<file path="src/rtl/trng_pkg.sv">
// Shared types and constants for the TRNG post-processing stage.
package trng_pkg;

    localparam int BYTE_W         = 8;
    localparam int RCT_CUTOFF_DEF = 32;
    localparam int RUN_W_DEF      = 6;

    localparam logic [BYTE_W-1:0] DROP_MAX = 8'd255;

    // FSM state encoding kept as plain constants for legacy tooling
    typedef logic [1:0] state_t;
    localparam state_t ST_IDLE    = 2'd0;
    localparam state_t ST_COLLECT = 2'd1;
    localparam state_t ST_FAIL    = 2'd2;

endpackage

</file>
<file path="src/rtl/trng_postproc_if.sv">
// Byte output handshake between the TRNG post-processor and its consumer.
interface trng_postproc_if;
    import trng_pkg::*;

    logic [BYTE_W-1:0] out_data;
    logic              out_valid;
    logic              out_ready;

    modport master (output out_data, output out_valid, input out_ready);
    modport slave  (input out_data, input out_valid, output out_ready);

endinterface

</file>
<file path="src/rtl/trng_vn_corrector.sv">
// Von Neumann de-biasing corrector: non-overlapping pairs, 01 -> 0, 10 -> 1,
// 00/11 discarded. With bypass set, every valid bit passes straight through.
module trng_vn_corrector (
    input  logic clk,
    input  logic rst_n,
    input  logic clear,
    input  logic in_bit,
    input  logic in_valid,
    input  logic bypass,
    output logic out_bit,
    output logic out_valid
);

    logic half_q, half_d;
    logic first_q, first_d;

    // Pair tracking and emission decision for the current input bit
    always_comb begin
        half_d    = half_q;
        first_d   = first_q;
        out_bit   = 1'b0;
        out_valid = 1'b0;
        if (clear) begin
            half_d  = 1'b0;
            first_d = 1'b0;
        end else if (in_valid) begin
            if (bypass) begin
                half_d    = 1'b0;
                out_bit   = in_bit;
                out_valid = 1'b1;
            end else if (!half_q) begin
                half_d  = 1'b1;
                first_d = in_bit;
            end else begin
                half_d = 1'b0;
                if (first_q != in_bit) begin
                    out_bit   = first_q;
                    out_valid = 1'b1;
                end else begin
                    out_valid = 1'b0;
                end
            end
        end else begin
            half_d = half_q;
        end
    end

    // Pair state registers
    always_ff @(posedge clk or negedge rst_n) begin
        if (!rst_n) begin
            half_q  <= 1'b0;
            first_q <= 1'b0;
        end else begin
            half_q  <= half_d;
            first_q <= first_d;
        end
    end

endmodule

</file>
<file path="src/rtl/trng_postproc.sv">
// TRNG post-processor: repetition-count health test on raw bits, von Neumann
// correction, LSB-first byte packing and valid/ready output with drop count.
// Optional macro TRNG_VN_BYPASS_EN adds the vn_bypass input port.
module trng_postproc
    import trng_pkg::*;
#(
    parameter int RCT_CUTOFF = RCT_CUTOFF_DEF,
    parameter int RUN_W      = RUN_W_DEF
) (
    input  logic                 clk,
    input  logic                 rst_n,
    input  logic                 enable,
    input  logic                 raw_bit,
    input  logic                 raw_valid,
`ifdef TRNG_VN_BYPASS_EN
    input  logic                 vn_bypass,
`endif
    trng_postproc_if.master      out_if,
    output logic                 health_fail,
    output logic [BYTE_W-1:0]    drop_cnt
);

    state_t             state_q, state_d;
    logic               prev_q, prev_d;
    logic [RUN_W-1:0]   run_q, run_d;
    logic [2:0]         bit_idx_q, bit_idx_d;
    logic [BYTE_W-1:0]  pbyte_q, pbyte_d;
    logic [BYTE_W-1:0]  out_data_q, out_data_d;
    logic               out_valid_q, out_valid_d;
    logic               health_fail_q, health_fail_d;
    logic [BYTE_W-1:0]  drop_cnt_q, drop_cnt_d;

    logic active_s, take_s, clear_s, bypass_s, trip_s;
    logic vn_bit_s, vn_valid_s;

    // Raw bits count only while collecting with enable still high
    assign active_s = (state_q == ST_COLLECT) && enable;
    assign take_s   = active_s && raw_valid;
    assign clear_s  = !active_s;

`ifdef TRNG_VN_BYPASS_EN
    assign bypass_s = vn_bypass;
`else
    assign bypass_s = 1'b0;
`endif

    trng_vn_corrector u_vn (
        .clk       (clk),
        .rst_n     (rst_n),
        .clear     (clear_s),
        .in_bit    (raw_bit),
        .in_valid  (take_s),
        .bypass    (bypass_s),
        .out_bit   (vn_bit_s),
        .out_valid (vn_valid_s)
    );

    // Health test, packer, output handshake and FSM next-state logic
    always_comb begin
        state_d       = state_q;
        prev_d        = prev_q;
        run_d         = run_q;
        bit_idx_d     = bit_idx_q;
        pbyte_d       = pbyte_q;
        out_data_d    = out_data_q;
        out_valid_d   = out_valid_q;
        health_fail_d = health_fail_q;
        drop_cnt_d    = drop_cnt_q;

        // Repetition count; run==0 marks "no previous bit since entering COLLECT"
        if (!active_s) begin
            run_d  = {RUN_W{1'b0}};
            prev_d = 1'b0;
        end else if (raw_valid) begin
            prev_d = raw_bit;
            if ((run_q == {RUN_W{1'b0}}) || (raw_bit != prev_q)) begin
                run_d = {{(RUN_W-1){1'b0}}, 1'b1};
            end else if (run_q != {RUN_W{1'b1}}) begin
                run_d = run_q + {{(RUN_W-1){1'b0}}, 1'b1};
            end else begin
                run_d = run_q;
            end
        end else begin
            run_d = run_q;
        end
        trip_s = take_s && (run_d == RUN_W'(RCT_CUTOFF));

        // Consumer handshake; a same-cycle load below overrides the clear
        if (out_valid_q && out_if.out_ready) begin
            out_valid_d = 1'b0;
        end else begin
            out_valid_d = out_valid_q;
        end

        // Packer: a completed byte loads only if the output slot frees up
        if (!active_s) begin
            bit_idx_d = 3'd0;
            pbyte_d   = {BYTE_W{1'b0}};
        end else if (vn_valid_s && !trip_s) begin
            pbyte_d[bit_idx_q] = vn_bit_s;
            bit_idx_d          = bit_idx_q + 3'd1;
            if (bit_idx_q == 3'd7) begin
                if (!out_valid_q || out_if.out_ready) begin
                    out_data_d  = pbyte_d;
                    out_valid_d = 1'b1;
                end else if (drop_cnt_q != DROP_MAX) begin
                    drop_cnt_d = drop_cnt_q + 8'd1;
                end else begin
                    drop_cnt_d = drop_cnt_q;
                end
            end else begin
                out_data_d = out_data_q;
            end
        end else begin
            bit_idx_d = bit_idx_q;
        end

        case (state_q)
            ST_IDLE: begin
                if (enable) begin
                    state_d = ST_COLLECT;
                end else begin
                    state_d = ST_IDLE;
                end
            end
            ST_COLLECT: begin
                if (trip_s) begin
                    state_d       = ST_FAIL;
                    health_fail_d = 1'b1;
                    out_valid_d   = 1'b0;
                end else if (!enable) begin
                    state_d = ST_IDLE;
                end else begin
                    state_d = ST_COLLECT;
                end
            end
            ST_FAIL: begin
                state_d       = ST_FAIL;
                health_fail_d = 1'b1;
                out_valid_d   = 1'b0;
            end
            default: begin
                state_d = ST_IDLE;
            end
        endcase
    end

    // State and output registers
    always_ff @(posedge clk or negedge rst_n) begin
        if (!rst_n) begin
            state_q       <= ST_IDLE;
            prev_q        <= 1'b0;
            run_q         <= {RUN_W{1'b0}};
            bit_idx_q     <= 3'd0;
            pbyte_q       <= {BYTE_W{1'b0}};
            out_data_q    <= {BYTE_W{1'b0}};
            out_valid_q   <= 1'b0;
            health_fail_q <= 1'b0;
            drop_cnt_q    <= {BYTE_W{1'b0}};
        end else begin
            state_q       <= state_d;
            prev_q        <= prev_d;
            run_q         <= run_d;
            bit_idx_q     <= bit_idx_d;
            pbyte_q       <= pbyte_d;
            out_data_q    <= out_data_d;
            out_valid_q   <= out_valid_d;
            health_fail_q <= health_fail_d;
            drop_cnt_q    <= drop_cnt_d;
        end
    end

    assign out_if.out_data  = out_data_q;
    assign out_if.out_valid = out_valid_q;
    assign health_fail      = health_fail_q;
    assign drop_cnt         = drop_cnt_q;

endmodule

</file>
<file path="src/flat_wrapper.sv">
// flat-port wrapper written by rule: the top's interface ports become plain ports
module trng_postproc_flat import trng_pkg::*;
#(
    parameter int RCT_CUTOFF = RCT_CUTOFF_DEF,
    parameter int RUN_W      = RUN_W_DEF
)
  (clk, rst_n, enable, raw_bit, raw_valid, health_fail, drop_cnt, out_if_out_data, out_if_out_valid, out_if_out_ready);
  trng_postproc_if out_if_i ();
  input  logic clk;
  input  logic rst_n;
  input  logic enable;
  input  logic raw_bit;
  input  logic raw_valid;
  output logic health_fail;
  output logic [BYTE_W-1:0] drop_cnt;
  output wire logic [$bits(out_if_i.out_data)-1:0] out_if_out_data;
  output wire logic [$bits(out_if_i.out_valid)-1:0] out_if_out_valid;
  input wire logic [$bits(out_if_i.out_ready)-1:0] out_if_out_ready;
  assign out_if_out_data = out_if_i.out_data;
  assign out_if_out_valid = out_if_i.out_valid;
  assign out_if_i.out_ready = out_if_out_ready;
  trng_postproc #(.RCT_CUTOFF(RCT_CUTOFF), .RUN_W(RUN_W)) u_core (.clk(clk), .rst_n(rst_n), .enable(enable), .raw_bit(raw_bit), .raw_valid(raw_valid), .out_if(out_if_i), .health_fail(health_fail), .drop_cnt(drop_cnt));
endmodule
</file>
<file path="config.mk">
export PLATFORM = sky130hd
export DESIGN_NAME = trng_postproc_flat
export DESIGN_NICKNAME = d
export VERILOG_FILES = /design/src/rtl/trng_pkg.sv /design/src/rtl/trng_postproc_if.sv /design/src/rtl/trng_vn_corrector.sv /design/src/rtl/trng_postproc.sv /design/src/flat_wrapper.sv
export SDC_FILE = /design/constraint.sdc
export NUM_CORES = 1
export LEC_CHECK = 0
export ABC_CLOCK_PERIOD_IN_PS = 3800
export CORE_MARGIN = 3
export CORE_UTILIZATION = 49
export CTS_CLUSTER_DIAMETER = 50
export DETAILED_ROUTE_END_ITERATION = 12
export PLACE_DENSITY = 0.7
export SKIP_CTS_REPAIR_TIMING = 1
export SLEW_MARGIN = 20
export SYNTH_ARGS = -nofsm -noshare
export SYNTH_HDL_FRONTEND = slang
export SYNTH_SLANG_ARGS = --single-unit
</file>
<file path="constraint.sdc">
create_clock -name clk -period 3.8 [get_ports clk]
set_clock_uncertainty 0.2 [all_clocks]
set_input_delay 0.57 -clock clk [delete_from_list [all_inputs] [get_ports clk]]
set_output_delay 0.57 -clock clk [all_outputs]
set_load 0.02 [all_outputs]
</file>
Word level (Yosys, flattened, before mapping)
Index checks and enable logic that the tools add are counted.
{"block": "classes", "eq_ne": 13, "n_reduce_logical": 17, "n_bitwise": 1, "add_sub_neg": 3, "muxes": 39, "order_cmp": 2}
{"op": "1-bit two-way mux", "count": 25}
{"op": "6-bit two-way mux", "count": 4}
{"op": "8-bit two-way mux", "count": 2}
{"op": "8-bit by 1-bit adder with 8-bit output (second input constant)", "count": 1}
{"op": "8-bit bitwise mux", "count": 1}
{"op": "2-bit inequality test (second input constant)", "count": 4}
{"op": "8-bit inequality test (second input constant)", "count": 1}
{"op": "6-bit by 1-bit adder with 6-bit output (second input constant)", "count": 1}
{"op": "6-bit == test (second input constant)", "count": 1}
{"op": "1-bit logical AND", "count": 6}
{"op": "6-bit zero test", "count": 1}
{"op": "3-bit two-way mux", "count": 2}
{"op": "6-bit inequality test (second input constant)", "count": 1}
{"op": "2-bit case mux with 3 select lines", "count": 1}
{"op": "5-bit AND reduction", "count": 1}
{"op": "3-bit by 4-bit less-than comparator with 1-bit output (second input constant)", "count": 1}
{"op": "1-bit case mux with 2 select lines", "count": 2}
{"op": "2-bit AND reduction", "count": 2}
{"op": "4-bit AND reduction", "count": 1}
{"op": "3-bit by 1-bit adder with 3-bit output (second input constant)", "count": 1}
{"op": "1-bit demux with 3-bit select", "count": 1}
{"op": "3-bit == test (second input constant)", "count": 1}
{"op": "3-bit by 1-bit >= comparator with 1-bit output (second input constant)", "count": 1}
{"op": "2-bit by 1-bit == test with 1-bit output (second input constant)", "count": 1}
{"op": "9 further kinds", "count": 12}
{"block": "word_totals", "wordCells": 86, "output_inout_bits": 18, "register_bits": 40, "input_bits": 6}

Depth between registers and ports, before layout
{"block": "logic_depth", "depth_word": 13, "depth_mapped": 13, "mapped_depth_nobuf": 9}

By module
A second synthesis with hierarchy kept.
{"block": "unflattened", "cells_unflattened": 224, "area_unflattened_um2": 2319.7}
{"module": "trng_postproc", "seq_area_each_um2": 950.9, "cells_per_inst": 207, "area_per_inst_um2": 2164.6, "n_inst": 1}
{"module": "trng_vn_corrector", "seq_area_each_um2": 50.0, "cells_per_inst": 17, "area_per_inst_um2": 155.1, "n_inst": 1}

Worst setup path after synthesis
Ideal clock, no wire load.
{"block": "synth_timing", "kind": "register to register", "from": "register u_core.state_q[1]", "to": "register u_core.drop_cnt_q[1] (netlist: u_core.drop_cnt[1])", "arrival_ps": 2258, "path_buffers": 2, "period_less_slack_ps": 2583, "setup_time_ps": 125, "path_stages_with_launch": 12, "setup_slack_ps": 1217, "required_ps": 3475, "cell_sequence": "dfrtp_1 -> inv_1 -> ha_1 -> buf_2 -> nand2_1 -> a311o_1 -> a21oi_1 -> nor3_2 -> and2_4 -> buf_6 -> nor2_1 -> mux2_2"}
{"block": "synth_between", "elab_chain_cells": 8, "elab_cells_between_ends": 11, "classes_between": "eq/ne: 2; mux: 3; reduce/logical: 6"}
{"element": "start, declared", "line": "trng_postproc.sv:23", "text": "state_t state_q, state_d;"}
{"element": "start signal, assigned", "line": "trng_postproc.sv:161", "text": "state_q <= state_d;"}
{"element": "2-bit by 1-bit == test with 1-bit output", "line": "trng_postproc.sv:37", "text": "assign active_s = (state_q == ST_COLLECT) && enable;"}
{"element": "1-bit logical AND", "line": "trng_postproc.sv:37"}
{"element": "6-bit two-way mux", "line": "trng_postproc.sv:71", "text": "if (!active_s) begin"}
{"element": "named net u_core.run_d[2]", "line": "trng_postproc.sv:25", "text": "logic [RUN_W-1:0] run_q, run_d;"}
{"element": "6-bit == test", "line": "trng_postproc.sv:86", "text": "trip_s = take_s && (run_d == RUN_W'(RCT_CUTOFF));"}
{"element": "1-bit logical AND", "line": "trng_postproc.sv:86"}
{"element": "1-bit zero test", "line": "trng_postproc.sv:99", "text": "end else if (vn_valid_s && !trip_s) begin"}
{"element": "1-bit logical AND", "line": "trng_postproc.sv:99"}
{"element": "5-bit AND reduction (no source line)"}
{"element": "end signal, assigned", "line": "trng_postproc.sv:159", "text": "drop_cnt_q <= {BYTE_W{1'b0}};"}
{"element": "end signal, assigned", "line": "trng_postproc.sv:169", "text": "drop_cnt_q <= drop_cnt_d;"}
{"element": "end, declared", "line": "trng_postproc.sv:31", "text": "logic [BYTE_W-1:0] drop_cnt_q, drop_cnt_d;"}
The timed path passes the listed nets, and every way through them passes these cells.
A chain may end at the register's enable or synchronous reset.

Worst setup path in the final report
{"block": "layout_timing", "from": "input enable", "to": "register u_core.out_data_q[0] (netlist: u_core.out_if.out_data[0])"}
{"block": "layout_between", "elab_chain_cells": 7, "elab_cells_between_ends": 13, "classes_between": "eq/ne: 1; mux: 6; reduce/logical: 6"}
{"element": "start, declared", "line": "flat_wrapper.sv:11", "text": "input logic enable;"}
{"element": "1-bit logical AND", "line": "trng_postproc.sv:37"}
{"element": "6-bit two-way mux", "line": "trng_postproc.sv:71"}
{"element": "named net u_core.run_d[2]", "line": "trng_postproc.sv:25"}
{"element": "6-bit == test", "line": "trng_postproc.sv:86"}
{"element": "1-bit logical AND", "line": "trng_postproc.sv:86"}
{"element": "1-bit zero test", "line": "trng_postproc.sv:99"}
{"element": "1-bit logical AND", "line": "trng_postproc.sv:99"}
{"element": "4-bit AND reduction (no source line)"}
{"element": "end signal, assigned", "line": "trng_postproc.sv:156", "text": "out_data_q <= {BYTE_W{1'b0}};"}
{"element": "end signal, assigned", "line": "trng_postproc.sv:166", "text": "out_data_q <= out_data_d;"}
{"element": "end, declared", "line": "trng_postproc.sv:28", "text": "logic [BYTE_W-1:0] out_data_q, out_data_d;"}
The timed path passes the listed nets, and every way through them passes these cells.

==> metrics.md <==
| Metric | Value |
|---|---|
| Slew headroom | `about 40%` |
| Nature of the critical path startpoint | `input pin` |
| Skew-Pair Late Insertion Delay | `just under 300 ps` |
| Met2 Track Usage GR | `between 30% and 40%` |
| Die Y | `74.29 µm` |
| Synth async-reset ratio | `100.0%` |
| Max Cap Viol | `0` |
| Io pins | `24` |
| Number of global-route vias before repair | `1706` |
| Layout cells sized above 1 | `12.03%` |
| Max Fclk | `around 0.35 GHz` |
| EDFF count, synth | `0` |
| Top cells by count, synth | `dfrtp_1, nand2_1, nor2_1` |
| Dpl hpwl | `3.216 mm` |
| Initial antenna violation count | `0` |
| Post-layout nets | `256` |
| H-tree depth | `2` |
| ANT cells | `0` |
| PortBufs | `23` |
| Max Slew Vio Count | `0` |
| Detailed Route WL | `about 4.6 mm` |
| Clock transition at the registers of the reported paths | `approximately 80 ps` |
| Crit share post-route | `75.88%` |
| Drc violations | `0` |
| Wirelength per Cell | `15.64 µm` |
| Clk sink count | `40` |
| Gate Count Post-Synth | `219` |
| CP required | `~3800 ps` |
| RSZ-0062 raised after global routing | `no` |
| Synth top area cells | `dfrtp_1, ha_1, mux2_1` |
| Leak | `around 1.3 nW` |
| Layout fillers | `a little under 400` |
| TritonCTS clock tree | `built` |
| Area grow syn2layout | `16.27%` |
| Vias/cell | `roughly 5.8` |
| Peak supply drop | `between 0.15 and 0.2 mV` |
| Die area | `about 5500 µm²` |
| Crit Path Class | `input pin to flip-flop` |
| Largest net degree at the start of global routing | `between 40 and 50` |
| Pre-antenna DRT Iters | `4` |
| Seq cells post-synth | `40` |
| Crit. End Element | `flip-flop` |
| Hold WC Path Type | `input pin to asynchronous set/reset pin` |
| Starting Density | `around half` |
| Synthesized area | `2285 µm²` |
| Clock buffer depth | `2` |
| Die Span X | `74.29 µm` |
| Share of the yosys chip area belonging to registers | `around 44%` |
| GRT Util Overall | `a little under a fifth` |
| Worst Max-Slew Pin Slew | `between 900 and 1000 ps` |
| CORE AREA | `4414 µm²` |
| Synth Net Count | `approximately 240` |
| DRT antenna net count | `0` |
| Top-count cell post-synth | `dfrtp_1` |
| Primary FF master, synth | `dfrtp_1` |
| Yosys warns | `0` |
| Layer with the highest usage | `met2` |
| Rows | `24` |
| Final TNS setup | `0 ps` |
| Final Hold Viols | `0` |
| Status | `finished clean` |
| Total CTS buffers | `5` |
| Share of the synthesized area in the top cell type | `around 44%` |
| Drt first-iter violations | `100` |
| Final worst slack | `roughly 900 ps` |
| Remaining Overflow, GRT | `0` |
| Syn_area_per_cell | `about 10 µm²` |
| Dpl ws | `597.8 ps` |
| Power per cell area | `325.3 nW/µm²` |
| Leading area contributor after synthesis | `dfrtp_1` |
| Final min period | `about 2900 ps` |
| Total number of vias | `1697` |
| Met3 Use GR | `4.189%` |
| # setup viols final | `0` |
| Root Driver | `clkbuf_8` |
| Crit path max fanout | `8` |
| GRT met1 Usage | `between 20% and 30%` |
| Post-synthesis cell type count | `54` |
| Arrival @ worst endpoint | `roughly 2900 ps` |
| Global-route wire length before repair | `7.769 mm` |
| Final GP Congestion | `approximately 0.85` |
state kept, by name, indices dropped and copies added (netlist names):
register / flops
u_core.drop_cnt: 8
u_core.out_if.out_data: 8
u_core.pbyte_q: 8
u_core.run_q: 6
u_core.bit_idx_q: 3
u_core.state_q: 2
u_core.health_fail: 1
u_core.out_if.out_valid: 1
u_core.prev_q: 1
u_core.u_vn.first_q: 1
u_core.u_vn.half_q: 1
per-stage QoR:
step	cells	power [W]	util (%)	hold slack (ps)	instance area, µm²
after floorplan	219	0.0004632	-	74.41	2285
after global placement	285	0.0004856	57.31	254.4	2530
after detailed placement	285	0.0004867	57.31	265.4	2530
after CTS	293	0.0008657	60.18	250.3	2656
after global routing	293	0.0008893	60.18	267.3	2656
final	293	0.0008642	60.18	199.7	2656
logic make-up (layout without fill, tap and decap cells):
family / Yosys count / in the layout / synth area share, %
simple gates: 83 / 83 / 21.63
compound gates: 47 / 47 / 16.27
fa+ha+maj: 10 / 10 / 5.476
flops: 40 / 40 / 43.81
xor+xnor: 8 / 8 / 3.067
mux: 12 / 12 / 5.805
buf+inv: 19 / 41 / 3.943
critical path, stage by stage:
cell	delay [ps]
clkdlybuf4s50_1	590
nand2_1	270
a311o_1	350
a21oi_1	180
nor3_2	90
a21oi_4	280
nand3b_4	190
mux2_1	340
path summary, 6_finish.rpt:
path,from,endpoint,slack (ps),depth (start not counted)
setup / recovery,enable,u_core.out_if.out_data[0],920,8
hold / removal,rst_n,u_core.drop_cnt[0],200,1
setup reg to reg,u_core.state_q[1],u_core.out_if.out_data[0],930,9
hold reg to reg,u_core.health_fail,u_core.health_fail,280,1
max in group asynchronous,rst_n,u_core.pbyte_q[7],2630,1
min in group clk,u_core.health_fail,u_core.health_fail,280,1
metal layers:
metal	vias to the layer above	wire length [µm]
met5	-	0
met3	5	252
li1	828	-
met2	45	2072
met1	819	2202
met4	0	55
cell type report:
cell class              instances  area [µm²]  share of cell area [%]
multi-input cells             160        1194                   44.94
repair buffers                 25       240.2                   9.044
inverters                       8       30.03                   1.130
well taps                      52       65.06                   2.449
clock inverters                 1       30.03                   1.130
flip-flops and latches         40        1001                   37.68
clock buffers                   7       96.34                   3.627
layout by cell type (no fill, tap or decap), drive strengths merged, types with 2 or more instances in the layout:
master	netlist	layout
a211o	2	2
nor3b	2	2
or2	2	2
inv	8	8
a21oi	10	10
nand3b	5	5
a21o	4	4
and2	2	2
xor2	7	7
nor3	10	10
o31ai	2	2
nand2	20	20
clkbuf	6	7
nor2b	2	2
a21boi	2	2
and3	4	4
clkdlybuf4s50	0	22
nand2b	5	5
o21ai	9	9
ha	10	10
mux2	10	10
o211a	3	3
nand3	10	10
buf	5	3
nor4	4	4
nor2	14	14
a221o	5	5
dfrtp	40	40
mux2i	2	2
report_power, final:
part	internal (W)	switching [W]	total, W
clock	0.000232	0.000155	0.000387
sequential	0.000428	0.00000324	0.000432
combinational	0.0000158	0.0000301	0.0000459
total	0.000676	0.000188	0.000864
No activity file was read; power rests on OpenSTA's default activity.
